**config.mk**
```make
export PLATFORM = sky130hd
export DESIGN_NAME = k15_elastic_pipe_flat
export DESIGN_NICKNAME = d
export VERILOG_FILES = /design/src/rtl/k15_pipe_pkg.sv /design/src/rtl/k15_elastic_pipe_if.sv /design/src/rtl/k15_eb15_stage.sv /design/src/rtl/k15_elastic_pipe.sv /design/src/flat_wrapper.sv
export SDC_FILE = /design/constraint.sdc
export NUM_CORES = 1
export LEC_CHECK = 0
export CAP_MARGIN = 10
export CORE_MARGIN = 2
export CORE_UTILIZATION = 45
export DETAILED_ROUTE_END_ITERATION = 16
export PLACE_DENSITY = 0.82
export SLEW_MARGIN = 25
export SYNTH_ARGS = -nofsm -noshare
export SYNTH_HDL_FRONTEND = slang
export SYNTH_HIERARCHICAL = 1
export SYNTH_SLANG_ARGS = --single-unit
```
**constraint.sdc**
```tcl
create_clock -name clk -period 2.68 [get_ports clk]
set_clock_uncertainty 0.15 [all_clocks]
set_input_delay 0.67 -clock clk [delete_from_list [all_inputs] [get_ports clk]]
set_output_delay 0.67 -clock clk [all_outputs]
set_load 0.01 [all_outputs]
```
**src/rtl/k15_pipe_pkg.sv**
```systemverilog
// k15_pipe_pkg: shared types and elaboration helpers for the k15 elastic pipe.
//   stage_t        : per-stage buffer kind (EB1 single entry, EB15 two-entry skid)
//   stage_kind()   : decodes a skid mask bit into a stage kind
//   stage_entries(): entry count of one stage kind
//   pipe_capacity(): total words a pipe of a given shape can hold
//   occ_width()    : occupancy counter width for a given depth
package k15_pipe_pkg;

  typedef enum logic {
    STAGE_EB1  = 1'b0,
    STAGE_EB15 = 1'b1
  } stage_t;

  // Width of a single stage's entry count (0..2).
  localparam int unsigned CNT_W = 2;

  function automatic stage_t stage_kind(input logic [31:0] mask, input int unsigned idx);
    return mask[5'(idx)] ? STAGE_EB15 : STAGE_EB1;
  endfunction

  function automatic int unsigned stage_entries(input stage_t kind);
    return (kind == STAGE_EB15) ? 2 : 1;
  endfunction

  function automatic int unsigned pipe_capacity(input int unsigned depth, input logic [31:0] mask);
    int unsigned cap;
    cap = 0;
    for (int unsigned k = 0; k < depth; k++) cap += stage_entries(stage_kind(mask, k));
    return cap;
  endfunction

  // Sized for the worst case of every stage being a skid stage.
  function automatic int unsigned occ_width(input int unsigned depth);
    return $clog2(2 * depth + 1);
  endfunction

endpackage

```
**src/rtl/k15_elastic_pipe_if.sv**
```systemverilog
// k15_elastic_pipe_if: one req/ack word channel.
//   dat : DW-bit payload
//   req : word valid (driven by master)
//   ack : word accepted (driven by slave)
// A transfer happens on any cycle with req & ack.
interface k15_elastic_pipe_if #(
  parameter int unsigned DW = 24
);
  logic [DW-1:0] dat;
  logic          req;
  logic          ack;

  modport master (output dat, output req, input ack);
  modport slave  (input dat, input req, output ack);
endinterface

```
**src/rtl/k15_eb15_stage.sv**
```systemverilog
// k15_eb15_stage: one EB1.5 elastic stage (2-entry skid buffer).
//   clk, reset       : clock, synchronous active-high reset
//   flush            : synchronous drop of both entries
//   up_dat/req/ack   : upstream side; up_ack is registered (~full)
//   dn_dat/req/ack   : downstream side, 1-cycle latency
//   count            : entries currently held (0..2)
module k15_eb15_stage
  import k15_pipe_pkg::*;
#(
  parameter int unsigned DW = 24
) (
  input  logic             clk,
  input  logic             reset,
  input  logic             flush,
  input  logic [DW-1:0]    up_dat,
  input  logic             up_req,
  output logic             up_ack,
  output logic [DW-1:0]    dn_dat,
  output logic             dn_req,
  input  logic             dn_ack,
  output logic [CNT_W-1:0] count
);

  logic [DW-1:0]    d0;
  logic [DW-1:0]    d1;
  logic             wr_sel;
  logic             sel;
  logic [CNT_W-1:0] cnt;
  logic [CNT_W-1:0] cnt_nxt;
  logic             ack_q;
  logic             wr;
  logic             rd;
  logic             en0;
  logic             en1;

  // Write/read strobes and next entry count.
  always_comb begin
    wr      = up_req & ack_q;
    rd      = (cnt != '0) & dn_ack;
    en0     = wr & ~wr_sel;
    en1     = wr & wr_sel;
    cnt_nxt = cnt + CNT_W'(wr) - CNT_W'(rd);
  end

  // Control state; ack is precomputed from the next count so it never
  // depends combinationally on dn_ack.
  always_ff @(posedge clk) begin
    if (reset || flush) begin
      cnt    <= '0;
      wr_sel <= 1'b0;
      sel    <= 1'b0;
      ack_q  <= 1'b1;
    end else begin
      cnt   <= cnt_nxt;
      ack_q <= (cnt_nxt != CNT_W'(2));
      if (wr) wr_sel <= ~wr_sel;
      if (rd) sel    <= ~sel;
    end
  end

  // Payload registers, not reset.
  always_ff @(posedge clk) begin
    if (en0) d0 <= up_dat;
    if (en1) d1 <= up_dat;
  end

  assign up_ack = ack_q;
  assign dn_req = (cnt != '0);
  assign dn_dat = sel ? d1 : d0;
  assign count  = cnt;

endmodule

```
**src/rtl/k15_elastic_pipe.sv**
```systemverilog
// k15_elastic_pipe: DEPTH-stage elastic req/ack pipe for DW-bit words.
// Stage 0 sits at the target (upstream) side; SKID_MASK bit k selects an
// EB1.5 skid stage for stage k, otherwise a single-entry EB1 stage.
//   clk, reset            : clock, synchronous active-high reset
//   flush                 : drop all held words; t.ack is 0 that cycle
//   t (slave)             : upstream channel (t_dat/t_req/t_ack)
//   i (master)            : downstream channel (i_dat/i_req/i_ack)
//   occupancy             : words currently held
//   xfer_cnt / stall_cnt  : delivered words / stalled output cycles
// Optional feature macro: K15_PIPE_STATS_EN builds the saturating
// statistics counters; without it both counter ports read 0.
module k15_elastic_pipe
  import k15_pipe_pkg::*;
#(
  parameter int unsigned      DW        = 24,
  parameter int unsigned      DEPTH     = 3,
  parameter logic [DEPTH-1:0] SKID_MASK = 3'b101
) (
  input  logic                         clk,
  input  logic                         reset,
  input  logic                         flush,
  k15_elastic_pipe_if.slave            t,
  k15_elastic_pipe_if.master           i,
  output logic [occ_width(DEPTH)-1:0]  occupancy,
  output logic [31:0]                  xfer_cnt,
  output logic [31:0]                  stall_cnt
);

  localparam int unsigned OCC_W = occ_width(DEPTH);

  // link k feeds stage k; link k+1 is stage k's output.
  logic [DW-1:0]    link_dat [DEPTH+1];
  logic             link_req [DEPTH+1];
  logic             link_ack [DEPTH+1];
  logic [CNT_W-1:0] stage_cnt [DEPTH];

  // Flush blocks intake for the cycle; the output side is left alone.
  assign link_dat[0]     = t.dat;
  assign link_req[0]     = t.req & ~flush;
  assign t.ack           = link_ack[0] & ~flush;
  assign i.dat           = link_dat[DEPTH];
  assign i.req           = link_req[DEPTH];
  assign link_ack[DEPTH] = i.ack;

  for (genvar g = 0; g < DEPTH; g++) begin : g_stage
    if (stage_kind(32'(SKID_MASK), g) == STAGE_EB15) begin : g_eb15
      k15_eb15_stage #(.DW(DW)) u_stage (
        .clk    (clk),
        .reset  (reset),
        .flush  (flush),
        .up_dat (link_dat[g]),
        .up_req (link_req[g]),
        .up_ack (link_ack[g]),
        .dn_dat (link_dat[g+1]),
        .dn_req (link_req[g+1]),
        .dn_ack (link_ack[g+1]),
        .count  (stage_cnt[g])
      );
    end else begin : g_eb1
      logic [DW-1:0] dat_q;
      logic          vld_q;

      // Whenever the stage can accept, its next valid is simply the incoming req.
      always_ff @(posedge clk) begin
        if (reset || flush) vld_q <= 1'b0;
        else if (link_ack[g]) vld_q <= link_req[g];
      end

      always_ff @(posedge clk) begin
        if (link_req[g] && link_ack[g]) dat_q <= link_dat[g];
      end

      // Pass-through ack lets a full EB1 take a word while it hands one on.
      assign link_ack[g]   = ~vld_q | link_ack[g+1];
      assign link_req[g+1] = vld_q;
      assign link_dat[g+1] = dat_q;
      assign stage_cnt[g]  = {1'b0, vld_q};
    end
  end

  // Sum of registered per-stage counts, so it moves the cycle after a transfer.
  always_comb begin
    occupancy = '0;
    for (int unsigned k = 0; k < DEPTH; k++) occupancy = occupancy + OCC_W'(stage_cnt[k]);
  end

`ifdef K15_PIPE_STATS_EN
  logic [31:0] xfer_q;
  logic [31:0] stall_q;

  // Saturating counters; cleared by reset only, flush leaves them alone.
  always_ff @(posedge clk) begin
    if (reset) begin
      xfer_q  <= '0;
      stall_q <= '0;
    end else begin
      if (i.req && i.ack && (xfer_q != 32'hFFFF_FFFF)) xfer_q <= xfer_q + 32'd1;
      if (i.req && !i.ack && (stall_q != 32'hFFFF_FFFF)) stall_q <= stall_q + 32'd1;
    end
  end

  assign xfer_cnt  = xfer_q;
  assign stall_cnt = stall_q;
`else
  assign xfer_cnt  = '0;
  assign stall_cnt = '0;
`endif

endmodule

```
**src/flat_wrapper.sv**
```systemverilog
// flat-port wrapper written by rule: the top's interface ports become plain ports
module k15_elastic_pipe_flat import k15_pipe_pkg::*;
#(
  parameter int unsigned      DW        = 24,
  parameter int unsigned      DEPTH     = 3,
  parameter logic [DEPTH-1:0] SKID_MASK = 3'b101
)
  (clk, reset, flush, occupancy, xfer_cnt, stall_cnt, t_dat, t_req, t_ack, i_dat, i_req, i_ack);
  k15_elastic_pipe_if #(.DW(DW)) t_i ();
  k15_elastic_pipe_if #(.DW(DW)) i_i ();
  input  logic clk;
  input  logic reset;
  input  logic flush;
  output logic [occ_width(DEPTH)-1:0] occupancy;
  output logic [31:0] xfer_cnt;
  output logic [31:0] stall_cnt;
  input wire logic [$bits(t_i.dat)-1:0] t_dat;
  input wire logic [$bits(t_i.req)-1:0] t_req;
  output wire logic [$bits(t_i.ack)-1:0] t_ack;
  output wire logic [$bits(i_i.dat)-1:0] i_dat;
  output wire logic [$bits(i_i.req)-1:0] i_req;
  input wire logic [$bits(i_i.ack)-1:0] i_ack;
  assign t_i.dat = t_dat;
  assign t_i.req = t_req;
  assign t_ack = t_i.ack;
  assign i_dat = i_i.dat;
  assign i_req = i_i.req;
  assign i_i.ack = i_ack;
  k15_elastic_pipe #(.DW(DW), .DEPTH(DEPTH), .SKID_MASK(SKID_MASK)) u_core (.clk(clk), .reset(reset), .flush(flush), .t(t_i), .i(i_i), .occupancy(occupancy), .xfer_cnt(xfer_cnt), .stall_cnt(stall_cnt));
endmodule
```
==> impl_results.md, run 1 <==
* Max Root-Sink Buffers at 2
* Count of standard-cell rows at 39
* Total I/O pin count at 122
* Number of failing setup endpoints in the final timing report at 0
* Horizontal extent of the die at 112.4 um
* Antenna-violating nets left at 0
* Initial antenna violation count at 0
* Launch instance of the worst register-to-register path: u_core/g_stage[0].g_eb15.u_stage/count[0]
* Top metal layer carrying routed signals: met4
* Number of buffers added by the clock tree synthesis step at 17
* Area taken by multi-input logic gates at 0.001145 sq mm
* Area used by sequential logic in the layout at 0.003831 sq mm
* Post-route setup TNS at 0 ns
* Antenna diode count at 0
* Period Utilization, post-route at 97.70%
* Number of synthesized register bits at 131
* Global-route total usage across every layer at 13.42%
* Syn Inst Count at 306
* GR Overflow Total at 0
* F_max at 381.9 MHz
* Final weighted congestion of routability-driven global placement at 0.7651
* Syn avg cell area at 17.28 sq um
* Layout cell share with drive strength beyond 1 at 24.37%
* DRC violations left at 0
* Worst min-delay path class: flop to flop
* Wire length of the first global-routing pass at 12770 um
* Count of cell types in the netlist at 29
* Routed metal-1 wire length at 3318 um
* Type of origin of the critical path: flop
* Number of fill cells at 823
* Syn Std Cell Area at 0.005289 sq mm
* Pleak at 2.408 nW
* Largest net degree at the start of global routing at 26
* P&R area growth vs syn at 23.80%
* Origin of the worst setup path: u_core/g_stage[2].g_eb15.u_stage/sel
* CTS root buf: sky130_fd_sc_hd__clkbuf_16
* Endpoint kind of the worst setup timing path: output port
* Clock slew at reported path FFs at 0.05 ns
* Register area share after synthesis at 72.30%
* Final-report hold violation count at 0
* EDFF count, synth at 120
* Data arrival time of the critical path at 1.80 ns
* Via count of the first global-routing pass at 2473
* Most used standard cell by instance count after synthesis: sky130_fd_sc_hd__edfxtp_1
* Power per cell area at 779.7 mW/mm^2
* Number of nets in the final layout at 419
* Via density per instance at 4.545
* Violation count after the first detailed-routing iteration at 109
* Routed wire length on met2 at 4195 um
* Routed wl met3 at 462 um
* Initial core utilization at 46.12%
* Setup Slack @ Placement at -0.08652 ns
* Routed wire per std cell at 15.18 um
* Setup repair after global routing missed its margin: false
* Setup slack after layout at 0.06159 ns
* Max Slew Vio Count at 0
* DP HPWL at 5015 um
* Run status: completed
* Prevailing post-synth register cell: sky130_fd_sc_hd__edfxtp_1
* Area of the die at 0.01264 sq mm
* Launch point of the worst hold path: u_core/g_stage[1].g_eb1.dat_q[4]
* Cell types with the largest area share after synthesis: sky130_fd_sc_hd__edfxtp_1, sky130_fd_sc_hd__buf_4, sky130_fd_sc_hd__mux2_2, sky130_fd_sc_hd__dfxtp_1, sky130_fd_sc_hd__mux2_1
* Endpoint required time on the critical path at 1.86 ns
* Number of warnings issued by yosys at 6
* Peak ir drop on the vdd network at 0.0005943 V
* Share of flip-flops with an asynchronous set or reset after synthesis at 0%
* Core box area at 0.01147 sq mm
* Transition time of the tightest slew-check pin at 0.6123 ns
* Top cell types by occurrence after synthesis: sky130_fd_sc_hd__edfxtp_1, sky130_fd_sc_hd__buf_4, sky130_fd_sc_hd__mux2_2
* Htree depth at 4
* Wire length reported by the detailed router at 8213 um
* Fraction of post-synthesis cell area in the top cell type by area at 68.13%
* Final critical-path required period at 2.618 ns
* Total via count in the routed design at 2459
* Clock sink count at 131
* Relative slew slack at 59.18%
* Startpoint-to-endpoint class of the critical path: flop to output port
* Number of maximum-capacitance constraint violations at 0
* Port Buf Inserts at 57
* Largest area contributor in the netlist: sky130_fd_sc_hd__edfxtp_1
* Clock tree from TritonCTS: built
* Clock network latency to the later pin of the worst-skew pair at 0.40 ns
* First-pass detailed-route iteration total at 4
* Die outline height at 112.4 um
* Critical-path maximum fanout at 6
==> through the flow <==
step                      cell area, sq um  power (mW)  util, %  cells  hold slack (ns)
after floorplan                       5528       2.622        -    369           0.2715
after global placement                5864       2.667    51.14    509           0.2720
after detailed placement              5864       2.685    51.14    509           0.2796
after CTS                             6519       5.153    56.85    540           0.2920
after global routing                  6548       5.280    57.10    541           0.3021
final                                 6548       5.105    57.10    541           0.2904
==> report_power, final <==
part,switching (mW),total [mW],leakage [nW],internal [mW]
Clock,0.743,2.46,0.310,1.72
Combinational,0.161,0.288,0.913,0.127
Sequential,0.0269,2.36,1.19,2.33
Total,0.930,5.11,2.41,4.18
==> kinds of logic (layout without fill, tap and decap cells) <==
| family | Yosys count | after routing | share of synthesized area [%] |
|---|---|---|---|
| buffers and inverters | 81 | 110 | 10.67 |
| muxes | 48 | 48 | 10.22 |
| adders and majority gates | 4 | 4 | 1.230 |
| AOI/OAI and AO/OA | 7 | 7 | 0.9934 |
| other | 1 | 64 | 0.07090 |
| and+or+nand+nor | 26 | 26 | 3.194 |
| xor gates and xnor gates | 8 | 8 | 1.325 |
| DFF | 131 | 131 | 72.30 |
==> cell usage in the layout, fill, tap and decap left out, types with 2 or more instances in the layout <==
| master | netlist | routed |
|---|---|---|
| sky130_fd_sc_hd__edfxtp_1 | 120 | 120 |
| sky130_fd_sc_hd__conb_1 | 1 | 64 |
| sky130_fd_sc_hd__clkdlybuf4s50_1 | 0 | 52 |
| sky130_fd_sc_hd__mux2_2 | 38 | 38 |
| sky130_fd_sc_hd__clkbuf_16 | 0 | 18 |
| sky130_fd_sc_hd__mux2_1 | 10 | 10 |
| sky130_fd_sc_hd__inv_1 | 9 | 9 |
| sky130_fd_sc_hd__buf_4 | 64 | 9 |
| sky130_fd_sc_hd__dfxtp_1 | 11 | 7 |
| sky130_fd_sc_hd__bufinv_16 | 0 | 6 |
| sky130_fd_sc_hd__nor2_1 | 6 | 6 |
| sky130_fd_sc_hd__clkinv_1 | 0 | 5 |
| sky130_fd_sc_hd__xnor2_1 | 4 | 4 |
| sky130_fd_sc_hd__xor2_1 | 4 | 4 |
| sky130_fd_sc_hd__dfxtp_2 | 0 | 3 |
| sky130_fd_sc_hd__buf_12 | 0 | 3 |
| sky130_fd_sc_hd__clkinv_2 | 0 | 2 |
| sky130_fd_sc_hd__dlymetal6s2s_1 | 0 | 2 |
| sky130_fd_sc_hd__nor2b_1 | 4 | 2 |
| sky130_fd_sc_hd__and2_4 | 2 | 2 |
| sky130_fd_sc_hd__o21ai_1 | 2 | 2 |
| sky130_fd_sc_hd__or2_2 | 2 | 2 |
| sky130_fd_sc_hd__nor2b_2 | 0 | 2 |
| sky130_fd_sc_hd__and3_2 | 2 | 2 |
| sky130_fd_sc_hd__and2_1 | 2 | 2 |
| sky130_fd_sc_hd__or2_1 | 2 | 2 |
| sky130_fd_sc_hd__o211ai_1 | 2 | 2 |
| sky130_fd_sc_hd__or4_4 | 2 | 2 |
| sky130_fd_sc_hd__nand2_1 | 2 | 2 |
| sky130_fd_sc_hd__a21o_1 | 2 | 2 |
| sky130_fd_sc_hd__ha_1 | 2 | 2 |
==> layout make-up <==
cell class | count | area share, %
Inverter | 9 | 0.5160
Sequential cell | 131 | 58.51
Clock buffer | 17 | 6.497
Timing Repair Buffer | 70 | 10.95
Clock inverter | 14 | 3.306
Multi-Input combinational cell | 157 | 17.49
Tap cell | 143 | 2.733
==> worst paths after layout <==
| path | endpoint | slack (ns) | cells past startpoint |
|---|---|---|---|
| min reg2reg | u_core/g_stage[2].g_eb15.u_stage/d0[4] | 0.29 | 0 |
| max | i_dat[16] | 0.06 | 3 |
| max reg2reg | u_core/g_stage[0].g_eb15.u_stage/up_ack | 0.44 | 7 |
| min | u_core/g_stage[2].g_eb15.u_stage/d0[4] | 0.29 | 0 |
==> per-layer routing <==
layer | up-vias | global-route usage [%]
met3 | 18 | 4.050
met5 | - | 0
li1 | 1139 | -
met2 | 112 | 22.73
met4 | 0 | 7.642
met1 | 1190 | 15.14
==> critical path: stages, from the launching register on <==
cell,delay (ns)
sky130_fd_sc_hd__dfxtp_4,0.38
sky130_fd_sc_hd__buf_4,0.17
sky130_fd_sc_hd__mux2_2,0.36
sky130_fd_sc_hd__clkdlybuf4s50_1,0.48
==> state kept, by name (all words and copies together) (netlist names) <==
register / flops
u_core/g_stage.g_eb15.u_stage/d0: 48
u_core/g_stage.g_eb15.u_stage/sel: 2
u_core/g_stage.g_eb15.u_stage/wr_sel: 2
u_core/g_stage.g_eb15.u_stage/up_ack: 2
u_core/g_stage.g_eb1.dat_q: 24
u_core/g_stage.g_eb15.u_stage/d1: 48
u_core/g_stage.g_eb1.vld_q: 1
u_core/g_stage.g_eb15.u_stage/count: 4
==> repair_timing <==
item                       in CTS  in global routing
hold buffers                    0                  0
pin swaps                       2                  2
setup endpoints to repair      21                 13
resized for setup              14                  5
cloned                          0                  1
buffers inserted                0                  0
No activity file was read; power rests on OpenSTA's default activity.
==> run 2: changes to the inputs <==
Settings changed: TNS_END_PERCENT set to 100.
==> results of run 2 <==
Same layout as run 1: the final DEF is identical, and so are final timing and power.
==> run 3: changes to the inputs <==
Clock period 2.68 ns to 2.3 ns, I/O delays scaled along.
==> run 3 against run 2 <==
  * The flow now finishes with violations (setup timing)
  * Clock-buffer cell count increased by 2
  * First-iteration DRC count increased by 45%
  * Setup slack worse by 0.29 ns
  * Final cell count increased by 1.3%
  * Clock power is 11% lower
  * Die area unchanged
  * Non-clock buffer count increased by 9
  * Critical path depth is 2 higher
  * Sequential power grew 17%
  * Cell area fell by 1.0%
  * Total power grew 3.0%
  * Routed wire length is 1.4% higher
  * Largest power group is now registers
==> impl_results.md, run 3 (synthesized netlist as in run 1, its figures left out) <==
* Global-route total usage across every layer at 13.85%
* Antenna-violating nets left at 0
* Violated checks: setup timing
* Power per cell area at 811.7 mW/mm^2
* Max Slew Vio Count at 0
* Setup Slack @ Placement at -0.3929 ns
* Data arrival time of the critical path at 1.80 ns
* Hold Path Depth at 0
* Endpoint kind of the worst setup timing path: output port
* Final critical-path required period at 2.530 ns
* Startpoint-to-endpoint class of the critical path: flop to output port
* Clock tree from TritonCTS: built
* Dpl cell area at 0.005899 sq mm
* CTS root buf: sky130_fd_sc_hd__clkbuf_16
* P&R area growth vs syn at 22.52%
* Post-route setup TNS at -0.4486 ns
* Initial core utilization at 46.12%
* Worst path max stage delay at 0.48 ns
* Routed wire per std cell at 15.19 um
* Peak ir drop on the vdd network at 0.0007165 V
* Count of standard-cell rows at 39
* Most common cell after layout, fill and taps aside: sky130_fd_sc_hd__edfxtp_1
* Final weighted congestion of routability-driven global placement at 0.7625
* Worst-path cell with the longest stage delay: sky130_fd_sc_hd__fa_1
* Setup repair after global routing missed its margin: true
* Htree depth at 4
* Transition time of the tightest slew-check pin at 0.6427 ns
* Wire length of the first global-routing pass at 12900 um
* Number of maximum-capacitance constraint violations at 0
* Number of fill cells at 819
* Horizontal extent of the die at 112.4 um
* F_max at 395.3 MHz
* Max Root-Sink Buffers at 2
* Number of buffers added by the clock tree synthesis step at 17
* Launch instance of the worst register-to-register path: u_core/g_stage[0].g_eb15.u_stage/count[0]
* Clock network latency to the later pin of the worst-skew pair at 0.41 ns
* Hold_buf cts at 0
* Wire length reported by the detailed router at 8326 um
* Die outline height at 112.4 um
* Launch point of the worst hold path: u_core/g_stage[1].g_eb1.dat_q[14]
* Port Buf Inserts at 57
* Worst hold path endpoint: u_core/g_stage[2].g_eb15.u_stage/d0[14]
* Largest net degree at the start of global routing at 26
* Area of the die at 0.01264 sq mm
* GR Overflow Total at 0
* Endpoint required time on the critical path at 1.57 ns
* Run status: complete, but fails checks
* Type of origin of the critical path: flop
* Via count of the first global-routing pass at 2537
* Number of failing setup endpoints in the final timing report at 2
* Number of nets in the final layout at 428
* Layout cell share with drive strength beyond 1 at 32.10%
* Via density per instance at 4.593
* First-pass detailed-route iteration total at 4
* Number of cells traversed by the worst register-to-register path at 7
* Total I/O pin count at 122
* Final-report hold violation count at 0
* Leading registers by flop count: u_core/g_stage.g_eb15.u_stage/d0 (48), u_core/g_stage.g_eb15.u_stage/d1 (48), u_core/g_stage.g_eb1.dat_q (24)
* Clock sink count at 131
* Worst min-delay path class: flop to flop
* Relative slew slack at 57.15%
* Antenna diode count at 0
* Setup slack after layout at -0.2299 ns
* Pleak at 2.423 nW
* DP HPWL at 5083 um
* Period Utilization, post-route at 110.0%
* DRC violations left at 0
* Violation count after the first detailed-routing iteration at 158
* Non-Filler Cell Area, Final at 0.006480 sq mm
* Core box area at 0.01147 sq mm
* Leading cell types in the layout, fill and taps excluded: sky130_fd_sc_hd__edfxtp_1, sky130_fd_sc_hd__conb_1, sky130_fd_sc_hd__mux2_2, sky130_fd_sc_hd__clkdlybuf4s50_1, sky130_fd_sc_hd__clkbuf_16
* Core occupancy in the finished layout at 56.51%
* Critical Path, Cell by Cell: inv_2, fa_2, fa_1, inv_1, buf_2
* R2R Path End: u_core/g_stage[0].g_eb15.u_stage/up_ack
* Critical-path maximum fanout at 2
* Initial antenna violation count at 0
* Total via count in the routed design at 2517
* Register-to-register setup slack at 0.20 ns
* Clock slew at reported path FFs at 0.05 ns
[run 3: cell count changes in the layout (fill, tap and decap cells not counted), sizes merged]
cell / delta
clkinv: +2
dlygate4sd2: +4
dlymetal6s2s: -2
clkdlybuf4s15: +1
clkbuf: +1
buf: +31
clkdlybuf4s50: -24
bufinv: -6
[run 3: area by class of cell]
cell class	count	area [sq um]	area share (%)
sequential	131	3831	59.12
clock buffer	19	432.9	6.681
clock inverter	10	46.29	0.7144
tap	143	178.9	2.761
inverter	9	33.78	0.5213
multi-input combinational	157	1177	18.17
timing repair buffer	79	779.5	12.03
[run 3: how the worst max path moves through the flow]
stage	startpoint	end	slack, ns	depth (start not counted)
2_1_floorplan	t_req	u_core/g_stage[0].g_eb15.u_stage/up_ack	0.05	8
5_1_grt	u_core/g_stage[1].g_eb1.vld_q	occupancy[1]	-0.30	5
3_5_place_dp	t_req	u_core/g_stage[0].g_eb15.u_stage/up_ack	-0.39	8
3_3_place_gp	t_req	u_core/g_stage[0].g_eb15.u_stage/up_ack	-0.29	8
6_report	u_core/g_stage[1].g_eb1.vld_q	occupancy[1]	-0.23	5
4_1_cts	u_core/g_stage[1].g_eb1.vld_q	occupancy[1]	-0.25	5
[run 3: repair_timing]
| action | 4_1_cts | 5_1_grt |
|---|---|---|
| pin swaps | 1 | 0 |
| buffers inserted | 4 | 2 |
| gates resized for setup | 120 | 15 |
| gates cloned | 2 | 0 |
| setup endpoints to repair | 29 | 15 |
| hold endpoints to repair | 0 | 0 |
[run 3: through the flow]
stage / std cells / hold WS (ns) / power [mW]
after global routing: 548 / 0.3189 / 5.437
after detailed placement: 512 / 0.2798 / 3.131
after floorplan: 369 / 0.2715 / 3.056
after CTS: 547 / 0.2921 / 5.299
final: 548 / 0.2932 / 5.260
after global placement: 512 / 0.2722 / 3.111
[run 3: report_power, final]
group | leakage [nW] | switching, mW | total (mW) | internal [mW]
Sequential | 1.19 | 0.0321 | 2.75 | 2.72
Combinational | 1.00 | 0.186 | 0.333 | 0.147
Clock | 0.235 | 0.854 | 2.18 | 1.32
[run 3: layer usage]
| layer | vias to the layer above | GRT usage (%) | part of all wire (%) |
|---|---|---|---|
| met2 | 111 | 23.82 | 52 |
| met4 | 0 | 7.967 | 3.0 |
| li1 | 1158 | - | - |
| met5 | - | 0 | 0 |
| met1 | 1227 | 14.50 | 38 |
| met3 | 21 | 5.292 | 6.4 |
[run 3: worst max-delay path, delay by kind of cell, from the launching register on]
kind	cells	cell delay, ns
adders and majority gates	2	0.86
buffers and inverters	3	0.21
DFF	1	0.33
